`src/rtl/regfile_param.sv`:
```
// Parametrised register file with two combinational read ports and a handshaked dump sequencer.
// Optional same-cycle write-to-read forwarding is enabled by defining REGFILE_BYPASS_EN.
module regfile_param #(
    parameter int XLEN     = 32,
    parameter int NREGS    = 32,
    parameter int AW       = $clog2(NREGS),
    parameter int ZERO_REG = 1
) (
    input  logic            clock,
    input  logic            reset,
    input  logic [AW-1:0]   rs1_addr,
    input  logic [AW-1:0]   rs2_addr,
    output logic [XLEN-1:0] rs1_data,
    output logic [XLEN-1:0] rs2_data,
    input  logic [AW-1:0]   rd_addr,
    input  logic [XLEN-1:0] wr_data,
    input  logic            wr_en,
    input  logic            dump_start,
    output logic            dump_busy,
    output logic            dump_valid,
    input  logic            dump_ready,
    output logic [AW-1:0]   dump_idx,
    output logic [XLEN-1:0] dump_data,
    output logic            dump_done
);

    typedef enum logic [1:0] {
        ST_IDLE,
        ST_SEND,
        ST_DONE
    } state_t;

    localparam logic          ZR       = (ZERO_REG != 0);
    localparam logic [AW-1:0] LAST_IDX = AW'(NREGS - 1);

    logic [XLEN-1:0] r_regs [NREGS];
    state_t          r_state;
    state_t          w_state_nxt;
    logic [AW-1:0]   r_dump_idx;
    logic [AW-1:0]   w_dump_idx_nxt;
    logic            w_wr_commit;
    logic            w_rs1_zero;
    logic            w_rs2_zero;

    // x0 writes are dropped so register 0 stays at its reset value of zero
    assign w_wr_commit = wr_en && !(ZR && (rd_addr == '0));

    always_ff @(posedge clock) begin
        if (reset) begin
            for (int unsigned i = 0; i < NREGS; i++) begin
                r_regs[i] <= '0;
            end
        end else if (w_wr_commit) begin
            r_regs[rd_addr] <= wr_data;
        end
    end

    assign w_rs1_zero = ZR && (rs1_addr == '0);
    assign w_rs2_zero = ZR && (rs2_addr == '0);

`ifdef REGFILE_BYPASS_EN
    always_comb begin
        rs1_data = r_regs[rs1_addr];
        rs2_data = r_regs[rs2_addr];
        if (wr_en && (rd_addr == rs1_addr)) begin
            rs1_data = wr_data;
        end
        if (wr_en && (rd_addr == rs2_addr)) begin
            rs2_data = wr_data;
        end
        if (w_rs1_zero) begin
            rs1_data = '0;
        end
        if (w_rs2_zero) begin
            rs2_data = '0;
        end
    end
`else
    always_comb begin
        rs1_data = w_rs1_zero ? '0 : r_regs[rs1_addr];
        rs2_data = w_rs2_zero ? '0 : r_regs[rs2_addr];
    end
`endif

    always_ff @(posedge clock) begin
        if (reset) begin
            r_state    <= ST_IDLE;
            r_dump_idx <= '0;
        end else begin
            r_state    <= w_state_nxt;
            r_dump_idx <= w_dump_idx_nxt;
        end
    end

    always_comb begin
        w_state_nxt    = r_state;
        w_dump_idx_nxt = r_dump_idx;
        dump_valid     = 1'b0;
        dump_busy      = 1'b0;
        dump_done      = 1'b0;
        case (r_state)
            ST_IDLE: begin
                if (dump_start) begin
                    w_dump_idx_nxt = '0;
                    w_state_nxt    = ST_SEND;
                end
            end
            ST_SEND: begin
                dump_valid = 1'b1;
                dump_busy  = 1'b1;
                if (dump_ready) begin
                    if (r_dump_idx == LAST_IDX) begin
                        w_state_nxt = ST_DONE;
                    end else begin
                        w_dump_idx_nxt = r_dump_idx + 1'b1;
                    end
                end
            end
            ST_DONE: begin
                dump_done      = 1'b1;
                w_dump_idx_nxt = '0;
                w_state_nxt    = ST_IDLE;
            end
            default: begin
                w_state_nxt    = ST_IDLE;
                w_dump_idx_nxt = '0;
            end
        endcase
    end

    // Dump reads the live array so committed writes show up while a word is stalled
    assign dump_idx  = r_dump_idx;
    assign dump_data = r_regs[r_dump_idx];

endmodule

```
`config.mk`:
```
export PLATFORM = sky130hd
export DESIGN_NAME = regfile_param
export DESIGN_NICKNAME = d
export VERILOG_FILES = /design/src/rtl/regfile_param.sv
export SDC_FILE = /design/constraint.sdc
export NUM_CORES = 2
export LEC_CHECK = 0
export CAP_MARGIN = 20
export CORE_ASPECT_RATIO = 2
export CORE_MARGIN = 1
export CORE_UTILIZATION = 57
export DETAILED_ROUTE_END_ITERATION = 6
export HOLD_SLACK_MARGIN = 0.12
export PLACE_DENSITY = 0.87
export SLEW_MARGIN = 20
export SYNTH_ARGS = -nofsm -noshare
export SYNTH_HDL_FRONTEND = slang
export SYNTH_SLANG_ARGS = --single-unit
```
`constraint.sdc`:
```
create_clock -name clock -period 2.5 [get_ports clock]
set_input_delay 0.5 -clock clock [delete_from_list [all_inputs] [get_ports clock]]
set_output_delay 0.5 -clock clock [all_outputs]
set_load 0.02 [all_outputs]
```
==> results of run 1 <==
==> per-stage QoR <==
stage | setup WS (ns) | setup TNS, ns
2_1_floorplan | -0.0167 | -0.442
3_5_place_dp | -0.924 | -169.89
4_1_cts | -1.30 | -68.34
3_3_place_gp | -0.927 | -148.67
==> kinds of logic after synthesis <==
group / count (synthesis) / share of synthesized area
other cells: 1 / 0.0000597
flops: 1036 / 0.493
xor+xnor: 3 / 0.000418
fa+ha+maj: 2 / 0.000398
buf+inv: 479 / 0.0323
compound gates: 364 / 0.0421
simple gates: 1227 / 0.118
mux: 992 / 0.313
==> per-layer routing <==
layer,GRT overflow,GRT usage
met1,0,0.692
met2,2,0.879
met3,0,0.652
met4,4,0.735
met5,0,0.426
==> what timing repair did <==
action                                 CTS
endpoints found under the hold margin    0
resized for setup                      739
cloned                                   7
pin swaps                               91
buffers inserted                        66
setup endpoints to repair               98
==> synth_stat cells <==
library cell,n,area (um^2)
a211oi_1,64,480
a221oi_1,36,315
a22oi_1,64,480
a311oi_1,64,561
a31oi_1,1,6.26
and2_1,994,6220
and3_1,4,25.0
and3b_1,1,8.76
and4_1,1,8.76
buf_1,25,93.8
buf_2,81,405
buf_4,21,158
buf_6,7,78.8
clkbuf_1,343,1290
conb_1,1,3.75
dfxtp_1,12,240
edfxtp_1,1024,30700
ha_1,2,25.0
inv_1,2,7.51
mux2_2,96,1080
mux2i_1,128,1280
mux4_2,768,17300
nand2_1,58,218
nand2b_1,3,18.8
nand3_1,1,5.00
nand3b_1,3,22.5
nand4b_1,1,8.76
nand4bb_1,2,22.5
nor2_1,47,176
nor2b_1,71,444
nor3_1,1,5.00
nor3b_1,1,7.51
o2111ai_1,28,245
o21ai_0,101,505
o22a_1,4,35.0
o31ai_1,2,15.0
or2_2,33,206
or3_1,2,12.5
or3b_2,1,8.76
or4_1,2,15.0
or4b_2,1,10.0
xnor2_1,1,8.76
xor2_1,2,17.5
==> reports/results.tsv, run 1 <==
stage	metric	value	unit
global_routing	total track usage	0.737	
global_routing	total gr overflow	6	
logic_synthesis	#FFs+latches synth	1036	
cts	Root Buffer	clkbuf_16	
floorplan	die height	471	um
logic_synthesis	Syn Area/Cell	15.3	um^2
floorplan	num rows	171	
cts	CTS Buf Count	91	
cts	H-tree levels	3	
outcome	first error message	[ERROR GRT-0232] Routing congestion too high. Check the congestion heatmap in the GUI.	
cts	CTS Buffer Depth	3	
floorplan	num ports	156	
cts	CTS Hold Buffers Added	0	
placed_design	HPWL after DPL	183	mm
timing	Worst EP kind	primary output	
logic_synthesis	Mapped Area	62800	um^2
timing	post-GRT worst EP	dump_data[18]	
logic_synthesis	Netlist cell types	43	
global_routing	largest net degree at the start of global routing	47	
placed_design	Port-buffer cells	155	
placed_design	placer congestion estimate	1.06	
outcome	Stopped at	global routing	
cts	CTS sink count	1036	
placed_design	Cells after DPL	6325	
floorplan	Die W	237	um
placed_design	Area after DPL	75800	um^2
logic_synthesis	Synth Instances	4104	
logic_synthesis	sequential-to-total area share from yosys stat	0.493	
global_routing	initial antenna violation count	79	
outcome	status	aborted with a tool error	
logic_synthesis	Syn. warnings	0	
floorplan	Initial Util	0.577	
==> inputs of run 2 (changes only) <==
--- a/config.mk
+++ b/config.mk
@@ -6,12 +6,10 @@
 export NUM_CORES = 2
 export LEC_CHECK = 0
 export CAP_MARGIN = 20
-export CORE_ASPECT_RATIO = 2
 export CORE_MARGIN = 1
-export CORE_UTILIZATION = 57
+export CORE_UTILIZATION = 40
 export DETAILED_ROUTE_END_ITERATION = 6
-export HOLD_SLACK_MARGIN = 0.12
-export PLACE_DENSITY = 0.87
+export PLACE_DENSITY_LB_ADDON = 0.15
 export SLEW_MARGIN = 20
 export SYNTH_ARGS = -nofsm -noshare
 export SYNTH_HDL_FRONTEND = slang
==> constraint.sdc (replaced) <==
create_clock -name clock -period 3.2 [get_ports clock]
set_input_delay 0.64 -clock clock [delete_from_list [all_inputs] [get_ports clock]]
set_output_delay 0.64 -clock clock [all_outputs]
set_load 0.02 [all_outputs]
==> run 2 against run 1 <==
Net effect:
- the flow now finishes, with violations (negative setup slack)
- synthesized area unchanged
- synthesized cell count unchanged
==> reports/results.tsv, run 2 <==
stage	metric	value	unit
pwr	Max VDD drop	0.000597	V
routing	WL met3	35.9	mm
logic_synthesis	#FFs+latches synth	1036	
layout	layout cells sized above 1	0.466	
worst_setup_path	Most Frequent Cell on Critical Path	buf_12	
worst_setup_path	FF-to-FF setup slack	1.26	ns
timing	Final Skew	0.00242	ns
outcome	status	finished, violations left	
global_routing	initial antenna violation count	30	
logic_synthesis	Netlist cell types	43	
pwr	Reg power frac	0.416	
routing	Via density	6.73	
floorplan	die area	159000	um^2
routing	Top Layer Used	met5	
worst_setup_path	nature of the critical path endpoint	primary output	
timing	setup TNS	-23.55	ns
global_routing	first-pass GRT wire length	378	mm
logic_synthesis	Synth top area share	0.489	
timing	worst setup margin	-0.778	ns
layout	most frequent cells in the layout	edfxtp_1, and2_1, mux4_2, buf_4, buf_12	
worst_setup_path	Setup CP Type	flip-flop to primary output	
cts	H-tree levels	4	
floorplan	num rows	145	
floorplan	Die W	398	um
layout	area of the multi-input gates	31900	um^2
pwr	pwr dens	483	nW/um^2
cts	clock-pin transition on the worst setup and hold timing paths	0.06	ns
logic_synthesis	largest cells by area after synthesis	edfxtp_1, mux4_2, and2_1	
logic_synthesis	top cells by count, synth	edfxtp_1, and2_1, mux4_2	
timing	RSZ-0062 raised after global routing	yes	
pwr	switching pwr	10.9	mW
pwr	Sw Share	0.279	
routing	1st-pass router iterations	5	
worst_setup_path	required time of the critical path	2.56	ns
cts	CTS Buf Count	131	
timing	fin crit share	1.24	
timing	Slew headroom	0.242	
layout	Most flops, register	r_regs	
cts	CTS sink count	1036	
logic_synthesis	Syn Area/Cell	15.3	um^2
placed_design	HPWL after DPL	182	mm
routing	Final ANT Viol Nets	0	
timing	f_max	251	MHz
routing	drt drc	0	
logic_synthesis	Synth Flop Type	edfxtp_1	
pwr	internal power	28.3	mW
layout	final net count	4795	
routing	met2 routed WL	125	mm
worst_setup_path	CP Launch Type	flip-flop	
layout	Area Growth Syn to Fin	29.1	%
layout	filler cell count	12800	
logic_synthesis	Post-synth EDFFs	1024	
cts	Worst-Skew Late Latency	0.80	ns
pwr	Comb power frac	0.207	
worst_setup_path	RR Startpoint	dump_idx[1]	
worst_setup_path	crit-path cells	buf_12, buf_16, buf_12, buf_12, mux4_2, mux4_2, mux2_4, buf_6	
timing	final hold violation count	0	
routing	via count	46600	
routing	drt total wl	281	mm
routing	met1 WL	105	mm
pwr	clock share of power	0.377	
worst_setup_path	max incr delay on CP	0.52	ns
pwr	Final Power	39.2	mW
timing	crit path time final	3.98	ns
cts	CTS Buffer Depth	3	
placed_design	Area after DPL	72100	um^2
logic_synthesis	sequential-to-total area share from yosys stat	0.493	
logic_synthesis	Mapped Area	62800	um^2
logic_synthesis	largest area contributor in the netlist	edfxtp_1	
global_routing	vias in the first global route	44700	
cts	Root Buffer	clkbuf_16	
global_routing	total track usage	0.351	
timing	Final Setup Violations	62	
logic_synthesis	Async SR Flop Fraction	0	
worst_setup_path	critical path's slowest cell	mux4_2	
cts	CTS tree	done	
worst_setup_path	CP Data Arrival Time	3.34	ns
job	max cap viols	0	
layout	Reg area	31000	um^2
min_path	Hold Path Class	input pin to flip-flop	
layout	Final Cell Area	81100	um^2
routing	First DRT Iteration DRCs	7306	
global_routing	largest net degree at the start of global routing	54	
routing	WL/cell	40.6	um
placed_design	placer congestion estimate	0.941	
worst_setup_path	peak fanout along the critical path	6	
logic_synthesis	Synth Instances	4104	
worst_setup_path	Setup crit end	dump_data[15]	
floorplan	Initial Util	0.403	
layout	Largest register FFs	1024	
worst_setup_path	reg2reg path depth	6	
timing	Worst-Margin Slew	1.13	ns
placed_design	Port-buffer cells	155	
floorplan	die height	398	um
timing	fin. max-slew vios	0	
logic_synthesis	count leader, synth	edfxtp_1	
pwr	LEAKAGE	28.3	nW
floorplan	num ports	156	
outcome	failing checks	negative setup slack	
logic_synthesis	Syn. warnings	0	
layout	most common cell after layout, fill and taps aside	edfxtp_1	
global_routing	total gr overflow	0	
floorplan	Core Box Area	156000	um^2
run 2: cell counts after synthesis:
No cell type changed its count.
run 2: area by class of cell:
cell class / count / area share
clock buffers: 161 / 0.0427
inverters: 2 / 0.000154
clock inverters: 72 / 0.00881
diodes: 19 / 0.000586
flip-flops and latches: 1036 / 0.382
well taps: 2058 / 0.0318
multi-input cells: 2620 / 0.394
repair buffers: 950 / 0.140
run 2: worst min path at each step:
stage / from / endpoint / slack, ns / depth (start not counted)
6_report: reset / r_regs[0][13] / 0.41 / 2
4_1_cts: reset / r_regs[0][13] / 0.37 / 2
2_1_floorplan: r_state[0] / r_state[0] / 0.50 / 1
5_1_grt: reset / r_regs[0][13] / 0.39 / 2
3_3_place_gp: dump_idx[4] / dump_idx[4] / 0.55 / 1
3_5_place_dp: dump_idx[3] / flip-flop / 0.55 / 2
run 2: repair_timing:
item                                    4_1_cts  5_1_grt
hold buffers                                  0        0
buffers inserted                            102       83
gates resized for setup                     666      237
cloned                                       15        9
endpoints found under the setup margin       96       93
pin swaps                                    55       48
run 2: per-stage QoR:
| step | hold slack, ns | utilization | std cells | worst slack [ns] |
|---|---|---|---|---|
| 6_report | 0.406 | 0.520 | 6918 | -0.778 |
| 5_1_grt | 0.389 | 0.519 | 6900 | -0.821 |
| 4_1_cts | 0.372 | 0.510 | 6822 | -0.845 |
| 3_5_place_dp | 0.549 | 0.462 | 6484 | -0.688 |
| 3_3_place_gp | 0.547 | 0.462 | 6484 | -1.07 |
| 2_1_floorplan | 0.500 | - | 4135 | 0.105 |
run 2: kinds of logic (layout without fill, tap and decap cells):
logic type / Yosys count / count (layout) / share of synthesized area
flip-flops: 1036 / 1036 / 0.493
multiplexers: 992 / 992 / 0.313
AO/OA/AOI/OAI: 364 / 364 / 0.0421
other: 1 / 51 / 0.0000597
AND/OR/NAND/NOR: 1227 / 1227 / 0.118
adder cells (fa/ha/maj): 2 / 2 / 0.000398
buffers and inverters: 479 / 1185 / 0.0323
XOR/XNOR: 3 / 3 / 0.000418
run 2: per-layer routing:
| layer | GRT usage | vias to the layer above |
|---|---|---|
| met2 | 0.521 | 3700 |
| li1 | - | 17700 |
| met1 | 0.477 | 24500 |
| met4 | 0.164 | 10 |
| met3 | 0.0980 | 711 |
| met5 | 0 | - |
run 2: critical path, delay by kind of cell (launching register included):
family,cells,cell delay [ns]
DFF,1,0.37
muxes,3,1.39
buffers and inverters,5,0.75
run 2: power by group through the flow:
stage	sequential, mW	combinational, mW	clock, mW
2_1_floorplan	16.3	3.78	0
3_3_place_gp	16.5	6.96	0
3_5_place_dp	16.5	6.98	0
4_1_cts	16.2	7.66	14.9
5_1_grt	16.4	8.27	15.4
6_report	16.3	8.11	14.8
Power figures use the tool's default switching activity.
